### src/rtl/vid_in_timing_meas_if.sv
// Video input timing measurement bundle: raw DE/syncs towards the meter and
// the measured timing, polarity and status flags back out.
interface vid_in_timing_meas_if #(
   parameter int W = 12
);
   logic         de_in;
   logic         hsync_in;
   logic         vsync_in;
   logic [W-1:0] h_total;
   logic [W-1:0] h_active;
   logic [W-1:0] h_sync;
   logic [W-1:0] v_total;
   logic [W-1:0] v_active;
   logic         hsync_pol;
   logic         vsync_pol;
   logic         locked;
   logic         no_signal;
   logic         frame_strobe;

   modport master (
      output de_in, hsync_in, vsync_in,
      input  h_total, h_active, h_sync, v_total, v_active,
      input  hsync_pol, vsync_pol, locked, no_signal, frame_strobe
   );

   modport slave (
      input  de_in, hsync_in, vsync_in,
      output h_total, h_active, h_sync, v_total, v_active,
      output hsync_pol, vsync_pol, locked, no_signal, frame_strobe
   );
endinterface

### src/rtl/vid_in_timing_meas.sv
// Measures incoming video timing (totals, active sizes, hsync width, sync
// polarities) and flags lock once consecutive frames measure identically.
module vid_in_timing_meas #(
   parameter int W           = 12,
   parameter int TIMEOUT     = 1048575,
   parameter int LOCK_FRAMES = 2
) (
   input  logic                vid_clk,
   input  logic                vid_reset,
   vid_in_timing_meas_if.slave vid
);
   localparam int TW       = $clog2(TIMEOUT + 1);
   localparam int MW       = (LOCK_FRAMES < 2) ? 1 : $clog2(LOCK_FRAMES + 1);
   localparam int LOCK_MIN = LOCK_FRAMES - 1;

   localparam logic [W-1:0]  CNT_MAX   = '1;
   localparam logic [MW-1:0] MATCH_MAX = '1;
   localparam logic [TW-1:0] TO_LAST   = TW'(TIMEOUT - 1);
   localparam logic [TW-1:0] TO_MAX    = TW'(TIMEOUT);

   typedef enum logic [1:0] {NO_SIGNAL, ACQUIRE, MEASURE, LOCKED} state_t;

   function automatic logic [W-1:0] sat_inc(input logic [W-1:0] v);
      return (v == CNT_MAX) ? v : v + W'(1);
   endfunction

   function automatic logic [MW-1:0] sat_inc_m(input logic [MW-1:0] v);
      return (v == MATCH_MAX) ? v : v + MW'(1);
   endfunction

   logic de_r, hs_r, vs_r;
   logic de_d, hs_n_d, vs_n_d;
   logic hsync_pol, vsync_pol;
   logic hs_n, vs_n;
   logic line_start, frame_start, de_rise, de_fall, pol_chg, timeout;

   logic [W-1:0]  pix_cnt, h_total_w, h_sync_w, de_cnt, h_active_w;
   logic [W-1:0]  line_cnt, v_active_w;
   logic          de_seen;
   logic [TW-1:0] to_cnt;

   state_t        state;
   logic [MW-1:0] match_cnt;
   logic          locked, no_signal, frame_strobe;
   logic [W-1:0]  h_total, h_active, h_sync, v_total, v_active;

   logic [W-1:0]  h_total_nx, h_active_nx, v_total_nx, v_active_nx;
   logic [MW-1:0] match_nx;
   logic          same, any_sat, frame_ok, lock_ok;

   assign hs_n        = hs_r ~^ hsync_pol;
   assign vs_n        = vs_r ~^ vsync_pol;
   assign line_start  = hs_n & ~hs_n_d;
   assign frame_start = vs_n & ~vs_n_d;
   assign de_rise     = de_r & ~de_d;
   assign de_fall     = ~de_r & de_d;
   assign pol_chg     = de_rise & ((~hs_r != hsync_pol) | (~vs_r != vsync_pol));
   assign timeout     = ~line_start & (to_cnt == TO_LAST);

   // Frame-end view: a line start in the same cycle is folded in first.
   assign h_total_nx  = line_start ? pix_cnt : h_total_w;
   assign h_active_nx = de_fall ? de_cnt : h_active_w;
   assign v_total_nx  = line_start ? sat_inc(line_cnt) : line_cnt;
   assign v_active_nx = (line_start && de_seen) ? sat_inc(v_active_w) : v_active_w;

   assign same     = (h_total_nx == h_total) && (h_active_nx == h_active) &&
                     (v_total_nx == v_total) && (v_active_nx == v_active);
   assign any_sat  = (h_total_nx == CNT_MAX) || (h_active_nx == CNT_MAX) ||
                     (h_sync_w == CNT_MAX) || (v_total_nx == CNT_MAX) ||
                     (v_active_nx == CNT_MAX);
   assign frame_ok = same && !any_sat;
   assign match_nx = frame_ok ? sat_inc_m(match_cnt) : '0;
   assign lock_ok  = frame_ok && (int'(match_nx) >= LOCK_MIN);

   // Input capture, polarity learning and per-line / per-frame working counters
   always_ff @(posedge vid_clk or posedge vid_reset) begin
      if (vid_reset) begin
         de_r       <= 1'b0;
         hs_r       <= 1'b0;
         vs_r       <= 1'b0;
         de_d       <= 1'b0;
         hs_n_d     <= 1'b0;
         vs_n_d     <= 1'b0;
         hsync_pol  <= 1'b1;
         vsync_pol  <= 1'b1;
         pix_cnt    <= '0;
         h_total_w  <= '0;
         h_sync_w   <= '0;
         de_cnt     <= '0;
         h_active_w <= '0;
         de_seen    <= 1'b0;
         line_cnt   <= '0;
         v_active_w <= '0;
         to_cnt     <= '0;
      end else begin
         de_r   <= vid.de_in;
         hs_r   <= vid.hsync_in;
         vs_r   <= vid.vsync_in;
         de_d   <= de_r;
         hs_n_d <= hs_n;
         vs_n_d <= vs_n;

         // Syncs are inactive during active video, so DE rising reveals polarity.
         if (de_rise) begin
            hsync_pol <= ~hs_r;
            vsync_pol <= ~vs_r;
         end

         if (line_start) begin
            pix_cnt   <= W'(1);
            h_total_w <= pix_cnt;
            h_sync_w  <= W'(1);
            de_seen   <= de_r;
            to_cnt    <= '0;
         end else begin
            pix_cnt <= sat_inc(pix_cnt);
            if (hs_n)
               h_sync_w <= sat_inc(h_sync_w);
            de_seen <= de_seen | de_r;
            if (to_cnt != TO_MAX)
               to_cnt <= to_cnt + TW'(1);
         end

         if (de_rise)
            de_cnt <= W'(1);
         else if (de_r)
            de_cnt <= sat_inc(de_cnt);
         if (de_fall)
            h_active_w <= de_cnt;

         if (frame_start) begin
            line_cnt   <= '0;
            v_active_w <= '0;
         end else begin
            line_cnt   <= v_total_nx;
            v_active_w <= v_active_nx;
         end
      end
   end

   // Lock state machine and registered measurement outputs
   always_ff @(posedge vid_clk or posedge vid_reset) begin
      if (vid_reset) begin
         state        <= NO_SIGNAL;
         match_cnt    <= '0;
         locked       <= 1'b0;
         no_signal    <= 1'b1;
         frame_strobe <= 1'b0;
         h_total      <= '0;
         h_active     <= '0;
         h_sync       <= '0;
         v_total      <= '0;
         v_active     <= '0;
      end else begin
         frame_strobe <= 1'b0;
         case (state)
            NO_SIGNAL: begin
               if (line_start) begin
                  state     <= ACQUIRE;
                  no_signal <= 1'b0;
               end
            end
            ACQUIRE: begin
               if (frame_start)
                  state <= MEASURE;
            end
            default: begin
               if (frame_start) begin
                  h_total      <= h_total_nx;
                  h_active     <= h_active_nx;
                  h_sync       <= h_sync_w;
                  v_total      <= v_total_nx;
                  v_active     <= v_active_nx;
                  frame_strobe <= 1'b1;
                  match_cnt    <= match_nx;
                  locked       <= lock_ok;
                  state        <= lock_ok ? LOCKED : MEASURE;
               end
            end
         endcase

         if (pol_chg) begin
            match_cnt <= '0;
            locked    <= 1'b0;
            if (state == LOCKED)
               state <= MEASURE;
         end

         // Loss of hsync wins over everything; last measurements are kept.
         if (timeout && state != NO_SIGNAL) begin
            state     <= NO_SIGNAL;
            no_signal <= 1'b1;
            locked    <= 1'b0;
            match_cnt <= '0;
         end
      end
   end

   assign vid.h_total      = h_total;
   assign vid.h_active     = h_active;
   assign vid.h_sync       = h_sync;
   assign vid.v_total      = v_total;
   assign vid.v_active     = v_active;
   assign vid.hsync_pol    = hsync_pol;
   assign vid.vsync_pol    = vsync_pol;
   assign vid.locked       = locked;
   assign vid.no_signal    = no_signal;
   assign vid.frame_strobe = frame_strobe;
endmodule
### src/flat_wrapper.sv
// flat-port wrapper written by rule: the top's interface ports become plain ports
module vid_in_timing_meas_flat 
#(
   parameter int W           = 12,
   parameter int TIMEOUT     = 1048575,
   parameter int LOCK_FRAMES = 2
)
  (vid_clk, vid_reset, vid_de_in, vid_hsync_in, vid_vsync_in, vid_h_total, vid_h_active, vid_h_sync, vid_v_total, vid_v_active, vid_hsync_pol, vid_vsync_pol, vid_locked, vid_no_signal, vid_frame_strobe);
  vid_in_timing_meas_if #(.W(W)) vid_i ();
  input  logic vid_clk;
  input  logic vid_reset;
  input wire logic [$bits(vid_i.de_in)-1:0] vid_de_in;
  input wire logic [$bits(vid_i.hsync_in)-1:0] vid_hsync_in;
  input wire logic [$bits(vid_i.vsync_in)-1:0] vid_vsync_in;
  output wire logic [$bits(vid_i.h_total)-1:0] vid_h_total;
  output wire logic [$bits(vid_i.h_active)-1:0] vid_h_active;
  output wire logic [$bits(vid_i.h_sync)-1:0] vid_h_sync;
  output wire logic [$bits(vid_i.v_total)-1:0] vid_v_total;
  output wire logic [$bits(vid_i.v_active)-1:0] vid_v_active;
  output wire logic [$bits(vid_i.hsync_pol)-1:0] vid_hsync_pol;
  output wire logic [$bits(vid_i.vsync_pol)-1:0] vid_vsync_pol;
  output wire logic [$bits(vid_i.locked)-1:0] vid_locked;
  output wire logic [$bits(vid_i.no_signal)-1:0] vid_no_signal;
  output wire logic [$bits(vid_i.frame_strobe)-1:0] vid_frame_strobe;
  assign vid_i.de_in = vid_de_in;
  assign vid_i.hsync_in = vid_hsync_in;
  assign vid_i.vsync_in = vid_vsync_in;
  assign vid_h_total = vid_i.h_total;
  assign vid_h_active = vid_i.h_active;
  assign vid_h_sync = vid_i.h_sync;
  assign vid_v_total = vid_i.v_total;
  assign vid_v_active = vid_i.v_active;
  assign vid_hsync_pol = vid_i.hsync_pol;
  assign vid_vsync_pol = vid_i.vsync_pol;
  assign vid_locked = vid_i.locked;
  assign vid_no_signal = vid_i.no_signal;
  assign vid_frame_strobe = vid_i.frame_strobe;
  vid_in_timing_meas #(.W(W), .TIMEOUT(TIMEOUT), .LOCK_FRAMES(LOCK_FRAMES)) u_core (.vid_clk(vid_clk), .vid_reset(vid_reset), .vid(vid_i));
endmodule
### config.mk
export PLATFORM = sky130hd
export DESIGN_NAME = vid_in_timing_meas_flat
export DESIGN_NICKNAME = d
export VERILOG_FILES = /design/src/rtl/vid_in_timing_meas_if.sv /design/src/rtl/vid_in_timing_meas.sv /design/src/flat_wrapper.sv
export SDC_FILE = /design/constraint.sdc
export NUM_CORES = 1
export LEC_CHECK = 0
export BUFFER_PORTS_ARGS = -buffer_cell sky130_fd_sc_hd__buf_2
export CAP_MARGIN = 10
export CORE_ASPECT_RATIO = 1.2
export CORE_UTILIZATION = 60
export CTS_BUF_LIST = sky130_fd_sc_hd__clkbuf_4 sky130_fd_sc_hd__clkbuf_8
export DETAILED_ROUTE_END_ITERATION = 16
export GPL_ROUTABILITY_DRIVEN = 0
export PLACE_DENSITY = 0.79
export SLEW_MARGIN = 20
export SYNTH_ARGS = -nofsm -noshare
export SYNTH_HDL_FRONTEND = slang
export SYNTH_SLANG_ARGS = --single-unit
### constraint.sdc
create_clock -name vid_clk -period 7.95 [get_ports vid_clk]
set_input_delay 1.59 -clock vid_clk [delete_from_list [all_inputs] [get_ports vid_clk]]
set_output_delay 1.59 -clock vid_clk [all_outputs]
set_load 0.01 [all_outputs]
Word-level counts from Yosys, hierarchy flattened
Index checks and enable logic that the tools add are counted.
{ "word_totals": {"reg_bits": 180, "word_cells": 145} }
{ "op_classes": {"addsub": 7, "magnitude_cmp": 1, "n_eq_ne": 24, "muxes": 42, "bitwise_logic": 18, "reduce_logical": 26} }
{ "op_table": {"columns": ["operator", "count"], "rows": [
  ["two-way mux 12 bit", 16],
  ["== test 12 bit (second input constant)", 9],
  ["adder 12 x 1 -> 12 bit (second input constant)", 5],
  ["== test 12 bit", 4],
  ["two-way mux 20 bit", 2],
  ["two-way mux 2 bit", 12],
  ["adder 20 x 1 -> 20 bit (second input constant)", 1],
  ["== test 20 bit (second input constant)", 1],
  ["inequality test 20 bit (second input constant)", 1],
  ["nonzero test 2 bit", 6],
  ["two-way mux 1 bit", 11],
  ["AND reduction 2 bit", 5],
  ["inverter 1 bit", 8],
  ["logical AND 1 bit", 7],
  ["AND 1 bit", 6],
  ["inequality test 2 x 1 -> 1 bit (second input constant)", 3],
  ["== test 2 bit (second input constant)", 2],
  ["logical OR 1 bit", 4],
  ["one-hot mux 2 bit (2 select lines)", 1],
  ["inequality test 3 x 1 -> 1 bit (second input constant)", 1],
  ["nonzero test 3 bit", 1],
  ["adder 2 x 1 -> 2 bit (second input constant)", 1],
  ["== test 2 x 1 -> 1 bit (second input constant)", 1],
  [">= comparator 2 x 1 -> 1 bit (second input constant)", 1],
  ["other kinds (6)", 9]
]} }

Longest topological paths before layout
Gate-level depths: netlist of the first run.
{ "logic_depth": {"ltp_word": 19, "mapped_depth": 13, "depth_no_buf": 10} }

Least setup slack after synthesis of the first run
OpenSTA, ideal clock, no wires.
{ "synth_path": {"path_type": "reg2reg", "startpoint": "register u_core.v_active_w[0]", "endpoint": "register u_core.state[0]", "setup_time_ns": 0.077, "arrival_time_ns": 3.274, "setup_slack_ns": 4.599, "stages_incl_launch_ff": 12, "path_buffers": 1, "synth_period_minus_slack_ns": 3.351, "cell_sequence": "dfrtp_1 > ha_1 > nand2_2 > or4_1 > clkbuf_2 > and3_4 > and3_4 > nor4b_1 > nand4_1 > or4_1 > or4_4 > a21oi_1"} }
{ "synth_via": {"elab_chain_cells": 16, "elab_cells_between_ends": 19} }
{ "synth_lines": {"columns": ["item", "line", "rtl"], "rows": [
  ["start, declared", "vid_in_timing_meas.sv:38", "logic [W-1:0] line_cnt, v_active_w;"],
  ["start signal, assigned", "vid_in_timing_meas.sv:136", "v_active_w <= v_active_nx;"],
  ["adder 12 x 1 -> 12 bit or == test 12 bit (tied branches)", "vid_in_timing_meas.sv:24", "return (v == CNT_MAX) ? v : v + W'(1);"],
  ["two-way mux 12 bit", "vid_in_timing_meas.sv:24", null],
  ["two-way mux 12 bit (*)", "vid_in_timing_meas.sv:64", "assign v_active_nx = (line_start && de_seen) ? sat_inc(v_active_w) : v_active_w;"],
  ["== test 12 bit", "vid_in_timing_meas.sv:70", "(v_active_nx == CNT_MAX);"],
  ["logical OR 1 bit", "vid_in_timing_meas.sv:69", "(h_sync_w == CNT_MAX) || (v_total_nx == CNT_MAX) ||"],
  ["logical NOT 1 bit", "vid_in_timing_meas.sv:71", "assign frame_ok = same && !any_sat;"],
  ["logical AND 1 bit (*)", "vid_in_timing_meas.sv:71", null],
  ["two-way mux 2 bit", "vid_in_timing_meas.sv:72", "assign match_nx = frame_ok ? sat_inc_m(match_cnt) : '0;"],
  [">= comparator 2 x 1 -> 1 bit", "vid_in_timing_meas.sv:73", "assign lock_ok = frame_ok && (int'(match_nx) >= LOCK_MIN);"],
  ["logical AND 1 bit (*)", "vid_in_timing_meas.sv:73", null],
  ["two-way mux 1 bit (*)", "vid_in_timing_meas.sv:177", "state <= lock_ok ? LOCKED : MEASURE;"],
  ["two-way mux 2 bit (*)", "vid_in_timing_meas.sv:168", "if (frame_start) begin"],
  ["one-hot mux 2 bit (2 select lines) (*)", "vid_in_timing_meas.sv:156", "case (state)"],
  ["two-way mux 2 bit", "vid_in_timing_meas.sv:185", "if (state == LOCKED)"],
  ["two-way mux 2 bit (*)", "vid_in_timing_meas.sv:182", "if (pol_chg) begin"],
  ["two-way mux 2 bit (*)", "vid_in_timing_meas.sv:190", "if (timeout && state != NO_SIGNAL) begin"],
  ["end signal, assigned", "vid_in_timing_meas.sv:177", null],
  ["end, declared", "vid_in_timing_meas.sv:42", "state_t state;"]
]} }
Mark *: on every way between the ends. The rest lies on a longest branch, timed or not.
A chain may end at the register's enable or synchronous reset.

Worst setup path after layout of the first run
{ "layout_path": {"startpoint": "register u_core.hsync_pol, in the netlist u_core.vid.hsync_pol", "endpoint": "register u_core.state[0]"} }
{ "layout_via": {"elab_chain_cells": 19, "elab_cells_between_ends": 37} }
{ "layout_lines": {"columns": ["item", "line", "rtl"], "rows": [
  ["start, declared", "vid_in_timing_meas.sv:33", "logic hsync_pol, vsync_pol;"],
  ["start signal, assigned", "vid_in_timing_meas.sv:105", "hsync_pol <= ~hs_r;"],
  ["bitwise XNOR 1 bit (*)", "vid_in_timing_meas.sv:51", "assign hs_n = hs_r ~^ hsync_pol;"],
  ["AND 1 bit (*)", "vid_in_timing_meas.sv:53", "assign line_start = hs_n & ~hs_n_d;"],
  ["two-way mux 12 bit (*)", null, null],
  ["via u_core.h_total_nx[5]", "vid_in_timing_meas.sv:47", "logic [W-1:0] h_total_nx, h_active_nx, v_total_nx, v_active_nx;"],
  ["== test 12 bit", "vid_in_timing_meas.sv:68", "assign any_sat = (h_total_nx == CNT_MAX) || (h_active_nx == CNT_MAX) ||"],
  ["logical OR 1 bit (2 in a row)", "vid_in_timing_meas.sv:68", null],
  ["logical OR 1 bit (2 in a row)", "vid_in_timing_meas.sv:69", null],
  ["logical NOT 1 bit", "vid_in_timing_meas.sv:71", null],
  ["(+2 left out)", null, null],
  [">= comparator 2 x 1 -> 1 bit", "vid_in_timing_meas.sv:73", null],
  ["logical AND 1 bit (*)", "vid_in_timing_meas.sv:73", null],
  ["two-way mux 1 bit (*)", "vid_in_timing_meas.sv:177", null],
  ["two-way mux 2 bit (*)", "vid_in_timing_meas.sv:168", null],
  ["one-hot mux 2 bit (2 select lines) (*)", "vid_in_timing_meas.sv:156", null],
  ["two-way mux 2 bit", "vid_in_timing_meas.sv:185", null],
  ["two-way mux 2 bit (*)", "vid_in_timing_meas.sv:182", null],
  ["two-way mux 2 bit (*)", "vid_in_timing_meas.sv:190", null]
]} }
Mark *: on every way through the listed nets, which the timed path passes. The rest lies on a longest branch.

==> flow_summary.yaml, run 1 <==
run_status:
  status: "finished, final reports clean"
drt:
  wl_per_cell_um: 18.7
  vias: 8337
  drc: 0
  dr.max_layer_used: "met4"
  met2_length_mm: 12.1
  routed_via_density: 6.18
  drt-total-wl_mm: 25.3
  first_iter_violations: 840
  drtPass1Iterations: 8
  wl_met1_mm: 10.4
  ant_nets: 0
  met3WireLength_mm: 1.65
placed_design:
  postPlaceCellArea_um2: 10200
  port_buffers: 69
  dpl.cell_count: 1318
  hpwl_mm: 18.1
global_routing:
  grt_pass1_wl_mm: 41.4
  grt_overflow: 0
  first_global_vias: 7954
  antenna_found_initial: 0
  grt_max_degree: 114
  grtUsageTotal: 0.318
yosys:
  synth_top_cell_by_area: "dfrtp_1"
  synth-edff-count: 0
  ys_ff_latch: 178
  async_flop_share: 1.00
  synth_area_um2: 9670
  syn_inst: 1081
  yosysTopAreaCellShare: 0.453
  yosysSeqAreaShare: 0.461
  ys_top_cells_by_area: "dfrtp_1 45%, nand2_1 6.7%, nor2_1 4.1%"
  synth_warnings: 0
  yosys_most_used_dff: "dfrtp_1"
  synth_cell_types: 75
  synth_nets: 1093
  synth.avg_cell_area_um2: 8.95
pwr:
  pwr-share-clk: 0.261
  vdd_drop_max_uv: 150
  switching_share: 0.364
  p_int_mw: 1.57
  power.leakage_nw: 4.93
  seq_power_share: 0.473
  p_comb_frac: 0.266
  p_sw_uw: 900
  powerDensity_nw_per_um2: 234
worst_setup_path:
  crit_fanout: 17
  reg2reg_to: "u_core.state[0]"
  rr_startpoint: "u_core.vid.hsync_pol"
  cp.arrival_ps: 4650
  worst_ep_required_time_ps: 8330
  critPathLaunchType: "flip-flop"
  cp-end-kind: "flip-flop"
  slowest_delay_ps: 570
  r2r_cells: 12
  worst_path_max_delay_cell: "dfstp_2"
  rrSetupSlack_ps: 3680
  path_class: "reg2reg"
  path_cells: "xor2_2, buf_4, inv_1, nand2_1, buf_4, mux2_2, xor2_1, nor4b_1, nand4_1, or4_1, or4_4, a21oi_1"
  crit_top_cell: "buf_4"
timing:
  min_period_ps: 4270
  slew_headroom: 0.257
  fin_tns_setup_ps: 0
  setup_viol: 0
  rsz0062_at_grt: "no"
  worst_pin_slew_ps: 1110
  period_share: 0.537
  max_freq_mhz: 234
  hold_viol_final: 0
  hold_slack_ps: 437
  slew_violations: 0
  skew_ps: 11.1
worst_hold_path:
  hp-start: "u_core.vs_r"
  hold_end: "u_core.vid.vsync_pol"
  hp-class: "reg2reg"
  min_delay_path_depth: 1
cells_and_area:
  instances_no_fill: 1350
  antenna_cells: 0
  nFillCells: 1301
  num-nets-final: 1141
  drive_above_1_share: 0.130
  fin_area_um2: 10600
  area_growth_pct: 9.38
job:
  max-cap-violations: 0
floorplan:
  die_y_um: 141
  core_um2: 15700
  die_w_um: 118
  fp.dieArea_um2: 16600
  pin_count: 70
  start_util: 0.616
  row_count: 50
clocking:
  numCtsBuffers: 17
  ctsLongestPathBuffers: 2
  root_buffer: "clkbuf_8"
  insertion_delay_ps: 470
  htree_levels: 4
  cts_sinks: 178
  postCtsSetupRepairBufs: 0
  ctsResizeCount: 0
  cts_tree: "done"
  clk_pin_slew_worst_paths_ps: 90
  postCtsHoldBufs: 0
critical path: cells and delay by family, from the launching register on:
kind | cells | cell delay [ps]
AND/OR/NAND/NOR | 5 | 1950
flip-flops | 1 | 570
XOR/XNOR | 2 | 280
multiplexers | 1 | 400
buffers and inverters | 3 | 810
AO/OA/AOI/OAI | 1 | 140
how the worst max path moves through the flow:
stage,endpoint,slack (ps),start,cells after the start
finish,u_core.state[0],3680,u_core.vid.hsync_pol,12
global route,u_core.state[0],3480,u_core.vid.hsync_pol,12
CTS,u_core.state[0],3740,u_core.vid.hsync_pol,12
detailed placement,u_core.state[0],3750,u_core.vid.hsync_pol,12
global placement,u_core.state[0],3890,u_core.vid.hsync_pol,12
floorplan,u_core.de_cnt[0],1530,vid_reset,1
cell families after synthesis:
family | share of synthesized area
xor gates and xnor gates | 0.0732
muxes | 0.0376
adders and majority gates | 0.00905
buffers and inverters | 0.0358
DFF | 0.461
AOI/OAI and AO/OA | 0.113
and+or+nand+nor | 0.270
layout make-up:
type	count	area, um^2	area share
repair buffers	78	413	0.0390
inverters	41	161	0.0153
clock inverters	13	148	0.0140
clock buffers	19	262	0.0247
well taps	208	260	0.0246
flip-flops and latches	178	4460	0.421
multi-input cells	813	4880	0.461
synth_stat cells (all sizes together) (8+ instances only):
master and number:
buf 8, a21oi 20, xnor2 34, inv 40, nor2b 19, clkbuf 41, nand2 174, nand2b 8
o21ai 76, or3 15, or4 9, nand3b 8, nand4 42, nor3 23, nand3 42, mux2 9
xor2 46, dfrtp 175, and4 10, mux2i 25, and3 12, nor4 25, nor2 108
registers in the layout, summed over array words and instances, names as in the netlist, 2 cells and up:
signal               cells
u_core.to_cnt           20
u_core.de_cnt           12
u_core.h_active_w       12
u_core.h_sync_w         12
u_core.h_total_w        12
u_core.line_cnt         12
u_core.pix_cnt          12
u_core.v_active_w       12
u_core.vid.h_active     12
u_core.vid.h_sync       12
u_core.vid.h_total      12
u_core.vid.v_active     12
u_core.vid.v_total      12
u_core.state             2
cells in the final DEF, fill, tap and decap left out, drive strengths merged, types with 10 or more instances in the layout:
master,Yosys,layout
dfrtp,175,175
nand2,174,174
nor2,108,108
buf,8,78
o21ai,76,76
xor2,46,46
inv,40,45
nand4,42,42
nand3,42,42
xnor2,34,34
mux2i,25,25
nor4,25,25
nor3,23,23
a21oi,20,20
clkbuf,41,19
nor2b,19,19
or3,15,15
and3,12,12
and4,10,10
per-stage QoR:
step                      worst slack, ps  power [mW]   util
after floorplan                      1530        1.61      -
after global placement               3890        1.81  0.648
after detailed placement             3750        1.83  0.648
after CTS                            3740        2.47  0.674
after global routing                 3480        2.59  0.674
final                                3680        2.47  0.674
power by group through the flow:
stage	combinational, mW	clock, mW	sequential (mW)
final	0.657	0.645	1.17
after global routing	0.720	0.691	1.18
after CTS	0.650	0.659	1.16
after detailed placement	0.648	0	1.18
after global placement	0.634	0	1.17
after floorplan	0.464	0	1.15
per-layer routing:
metal  GRT usage  vias to the layer above
met5           0                        -
met4       0.165                        0
met3      0.0651                       90
met2       0.521                      360
met1       0.401                     3979
li1            -                     3908
Power figures use the tool's default switching activity.
==> run 2, diff against run 1 <==
--- a/config.mk
+++ b/config.mk
@@ -8,7 +8,7 @@
 export BUFFER_PORTS_ARGS = -buffer_cell sky130_fd_sc_hd__buf_2
 export CAP_MARGIN = 10
 export CORE_ASPECT_RATIO = 1.2
-export CORE_UTILIZATION = 60
+export CORE_UTILIZATION = 57
 export CTS_BUF_LIST = sky130_fd_sc_hd__clkbuf_4 sky130_fd_sc_hd__clkbuf_8
 export DETAILED_ROUTE_END_ITERATION = 16
 export GPL_ROUTABILITY_DRIVEN = 0
==> constraint.sdc (replaced) <==
create_clock -name vid_clk -period 3.7 [get_ports vid_clk]
set_input_delay 0.74 -clock vid_clk [delete_from_list [all_inputs] [get_ports vid_clk]]
set_output_delay 0.74 -clock vid_clk [all_outputs]
set_load 0.01 [all_outputs]
==> run 2 against run 1 <==
Compared with the run above: wire length increased by 4.3%; sequential share of layout area shrank 0.94 points; register-to-register slack got worse by 3500 ps; combinational power is 140% higher; final cell count increased by 2.3%; power up 120%; largest power group unchanged; flip-flop and latch count unchanged; design area grew 2.3%; count of clock-buffer cells in the layout is the same; hold slack got worse by 89 ps.
==> flow_summary.yaml, run 2 (synthesis results as in run 1) <==
run_status:
  status: "finished, final reports clean"
placed_design:
  postPlaceCellArea_um2: 10400
  dp_slack_ps: 124
  port_buffers: 69
  hpwl_mm: 19.3
worst_setup_path:
  r2r_cells: 10
  cp.arrival_ps: 3960
  cp-end-kind: "flip-flop"
  path_class: "reg2reg"
  rrSetupSlack_ps: 140
  critPathLaunchType: "flip-flop"
  crit_fanout: 8
  worst_ep_required_time_ps: 4100
timing:
  max_freq_mhz: 281
  period_share: 0.963
  slew_headroom: 0.579
  fin_tns_setup_ps: 0
  hold_viol_final: 0
  skew_ps: 14.8
  setup_viol: 0
  hold_slack_ps: 349
  setup_ws_ps: 139
  min_period_ps: 3560
  slew_violations: 0
  worst_pin_slew_ps: 631
global_routing:
  grt_max_degree: 82
  grt_overflow: 0
  grt_pass1_wl_mm: 42.7
  first_global_vias: 8192
  antenna_found_initial: 0
  grtUsageTotal: 0.317
clocking:
  postCtsHoldBufs: 0
  ctsLongestPathBuffers: 2
  insertion_delay_ps: 480
  postCtsSetupRepairBufs: 0
  ctsResizeCount: 0
  numCtsBuffers: 17
  cts_sinks: 178
  root_buffer: "clkbuf_8"
  cts_tree: "done"
  htree_levels: 4
  clk_pin_slew_worst_paths_ps: 100
pwr:
  powerDensity_nw_per_um2: 498
  vdd_drop_max_uv: 287
  power.leakage_nw: 5.05
  power_mw: 5.39
cells_and_area:
  fin_area_um2: 10800
  final_common_cell: "dfrtp_1"
  final_cell_mix: "173 x dfrtp_1, 171 x nand2_1, 106 x nor2_1, 75 x o21ai_0, 69 x buf_2"
  area_growth_pct: 11.9
  largest-register: "u_core.to_cnt"
  largest_reg_flops: 20
  antenna_cells: 0
  num-nets-final: 1168
  drive_above_1_share: 0.156
  nFillCells: 1321
job:
  max-cap-violations: 0
floorplan:
  start_util: 0.590
  core_um2: 16400
  die_w_um: 121
  pin_count: 70
  die_y_um: 145
  fp.dieArea_um2: 17500
  row_count: 51
drt:
  first_iter_violations: 900
  routed_via_density: 6.23
  wl_per_cell_um: 19.1
  met3WireLength_mm: 1.87
  dr.max_layer_used: "met4"
  met2_length_mm: 12.5
  drtPass1Iterations: 6
  ant_nets: 0
  drt-total-wl_mm: 26.4
  vias: 8604
  wl_met1_mm: 10.7
  drc: 0
worst_hold_path:
  hp-class: "in2async"
[run 2: changes by cell type in the layout (fill, tap and decap cells not counted), moves of 2 or more]
cell,delta
buf_4,+26
clkinv_4,+2
dfrtp_1,-2
dfrtp_2,+2
ha_1,-2
ha_4,+2
[run 2: final timing paths]
kind / startpoint / to
min in group vid_clk: vid_vsync_in / u_core.vs_r
setup / recovery: u_core.line_cnt[0] / u_core.state[0]
max in group asynchronous: vid_reset / u_core.vid.v_active[0]
setup reg to reg: u_core.line_cnt[0] / u_core.state[0]
hold / removal: vid_reset / u_core.vid.h_active[9]
hold reg to reg: u_core.vs_r / u_core.vid.vsync_pol
[run 2: metal layers]
| metal | up-vias | global-route usage |
|---|---|---|
| li1 | 3944 | - |
| met1 | 4140 | 0.402 |
| met2 | 415 | 0.510 |
| met3 | 105 | 0.0611 |
| met4 | 0 | 0.183 |
| met5 | - | 0 |
[run 2: report_power, final]
group	internal (mW)	switching, mW	total [mW]	leakage [nW]
Sequential	2.18	0.336	2.51	2.40
Clock	0.572	0.755	1.33	0.198
Combinational	0.628	0.923	1.55	2.45
Total	3.38	2.01	5.39	5.05
[run 2: cell type report]
type	count	area, um^2	share of cell area
multi-input combinational	813	4930	0.456
sequential	178	4460	0.412
timing repair buffer	105	628	0.0580
tap	212	265	0.0245
clock buffer	19	255	0.0236
inverter	41	158	0.0146
clock inverter	13	128	0.0118
[run 2: metrics by stage]
step                       util  cells
after detailed placement  0.633   1349
final                     0.660   1381
after global routing      0.660   1381
after floorplan               -   1081
after global placement    0.633   1349
after CTS                 0.657   1381
[run 2: critical path: stages (launching register included)]
cell,delay [ps]
dfrtp_2,490
ha_4,220
nand3_1,150
or4_1,550
nand2_1,210
xor2_2,240
xor2_1,260
o311ai_0,210
or4_1,440
or4_4,520
a21oi_1,180
==> run 3, diff against run 2 <==
--- a/config.mk
+++ b/config.mk
@@ -13,6 +13,7 @@
 export DETAILED_ROUTE_END_ITERATION = 16
 export GPL_ROUTABILITY_DRIVEN = 0
 export PLACE_DENSITY = 0.79
+export RECOVER_POWER = 50
 export SLEW_MARGIN = 20
 export SYNTH_ARGS = -nofsm -noshare
 export SYNTH_HDL_FRONTEND = slang
==> run 3 against run 2 <==
Compared with the run above: the run now ends with capacitance limit, slew limit left; wire length fell by 0.43%; design area is 0.37% lower; flip-flop and latch count unchanged; utilization down 0.24 points; maximum frequency increased by 0.71%; sequential share of layout area up 0.15 points; critical path type unchanged; critical endpoint unchanged; largest power group unchanged.
==> flow_summary.yaml, run 3 (synthesis results as in run 1) <==
placed_design:
  postPlaceCellArea_um2: 10400
  port_buffers: 69
  dpl.cell_count: 1349
  dp_slack_ps: 124
  hpwl_mm: 19.3
drt:
  routed_via_density: 6.26
  wl_per_cell_um: 19.0
  drt-total-wl_mm: 26.3
  ant_nets: 0
  drc: 0
  first_iter_violations: 1029
  drtPass1Iterations: 6
  vias: 8650
floorplan:
  pin_count: 70
  row_count: 51
  start_util: 0.590
  fp.dieArea_um2: 17500
  die_y_um: 145
  die_w_um: 121
  core_um2: 16400
clocking:
  postCtsSetupRepairBufs: 0
  htree_levels: 4
  root_buffer: "clkbuf_8"
  clk_pin_slew_worst_paths_ps: 100
  postCtsHoldBufs: 0
  cts_sinks: 178
  cts_tree: "done"
  numCtsBuffers: 17
  insertion_delay_ps: 480
  ctsLongestPathBuffers: 2
cells_and_area:
  largest_reg_flops: 20
  final_util: 0.658
  largest-register: "u_core.to_cnt"
  fin_area_um2: 10800
  final_common_cell: "dfrtp_1"
  num-nets-final: 1168
  final_cell_mix: "173 x dfrtp_1, 171 x nand2_1, 106 x nor2_1, 75 x o21ai_0, 63 x buf_2"
  area_growth_pct: 11.5
  instances_no_fill: 1381
  antenna_cells: 0
  nFillCells: 1334
  drive_above_1_share: 0.142
timing:
  worst_pin_slew_ps: 1930
  min_period_ps: 3540
  setup_viol: 0
  period_share: 0.956
  max_freq_mhz: 283
  skew_ps: 15.7
  hold_slack_ps: 368
  slew_violations: 38
  fin_tns_setup_ps: 0
  setup_ws_ps: 164
  hold_viol_final: 0
  slew_headroom: -0.289
worst_setup_path:
  worst_path_max_delay_cell: "or4_1"
  cp-end-kind: "flip-flop"
  crit_top_cell: "or4_1"
  crit_fanout: 8
  critPathLaunchType: "flip-flop"
  cp.arrival_ps: 3930
  path_class: "reg2reg"
  path_cells: "ha_4, nand3_1, or4_1, nand2_1, xor2_2, xor2_1, o311ai_0, or4_1, or4_4, a21oi_1"
  worst_ep_required_time_ps: 4100
  slowest_delay_ps: 550
run_status:
  violations: "capacitance limit, slew limit"
  status: "finished with violations"
global_routing:
  antenna_found_initial: 0
  grt_max_degree: 82
  first_global_vias: 8192
  grt_pass1_wl_mm: 42.7
  grt_overflow: 0
  grtUsageTotal: 0.317
job:
  max-cap-violations: 1
pwr:
  powerDensity_nw_per_um2: 499
  power_mw: 5.38
  vdd_drop_max_uv: 286
  power.leakage_nw: 4.99
worst_hold_path:
  hp-class: "in2reg"
-- run 3: cell types whose count changed in the layout (fill, tap and decap cells not counted) --
cell | previous run | this run
clkinvlp_2 | 0 | 1
dfstp_1 | 0 | 1
clkinvlp_4 | 2 | 1
mux2_1 | 0 | 1
dfstp_2 | 3 | 2
buf_2 | 69 | 63
mux2_2 | 9 | 8
clkbuf_1 | 0 | 14
buf_4 | 35 | 27
-- run 3: worst paths after layout --
path,cells after the start,slack [ps],end,start
worst max-delay path,10,160,u_core.state[0],u_core.line_cnt[0]
worst min-delay path,1,370,u_core.vs_r,vid_vsync_in
worst max register to register,10,160,u_core.state[0],u_core.line_cnt[0]
worst min register to register,1,430,u_core.vid.vsync_pol,u_core.vs_r
max in group asynchronous,3,860,u_core.vid.v_active[0],vid_reset
min in group asynchronous,2,530,u_core.vid.h_active[9],vid_reset
-- run 3: critical path: cells and delay by family (launching register included) --
family,cells,cell delay [ps]
adder cells (fa/ha/maj),1,220
flip-flops,1,480
AO/OA/AOI/OAI,2,380
XOR/XNOR,2,500
AND/OR/NAND/NOR,5,1870
-- run 3: layer usage --
| layer | wire (um) | up-vias | track usage | share of wire |
|---|---|---|---|---|
| met5 | 0 | - | 0 | 0 |
| met4 | 1400 | 0 | 0.183 | 0.053 |
| met3 | 1820 | 129 | 0.0611 | 0.069 |
| met2 | 12500 | 422 | 0.510 | 0.48 |
| met1 | 10600 | 4150 | 0.402 | 0.40 |
| li1 | - | 3949 | - | - |
-- run 3: timing repair --
action	CTS	global route
setup endpoints to repair	0	1
gates resized for setup	0	10
endpoints found under the hold margin	0	0
-- run 3: final cells by class --
type,count,area (um^2),share of cell area
well taps,212,265,0.0246
flip-flops and latches,178,4460,0.413
inverters,41,155,0.0144
repair buffers,105,591,0.0547
multi-input cells,813,4930,0.457
clock inverters,13,128,0.0118
clock buffers,19,255,0.0237
-- run 3: where the power goes --
| group | internal [mW] | total (mW) | switching (mW) |
|---|---|---|---|
| Combinational | 0.619 | 1.54 | 0.924 |
| Sequential | 2.18 | 2.51 | 0.336 |
| Clock | 0.572 | 1.33 | 0.755 |
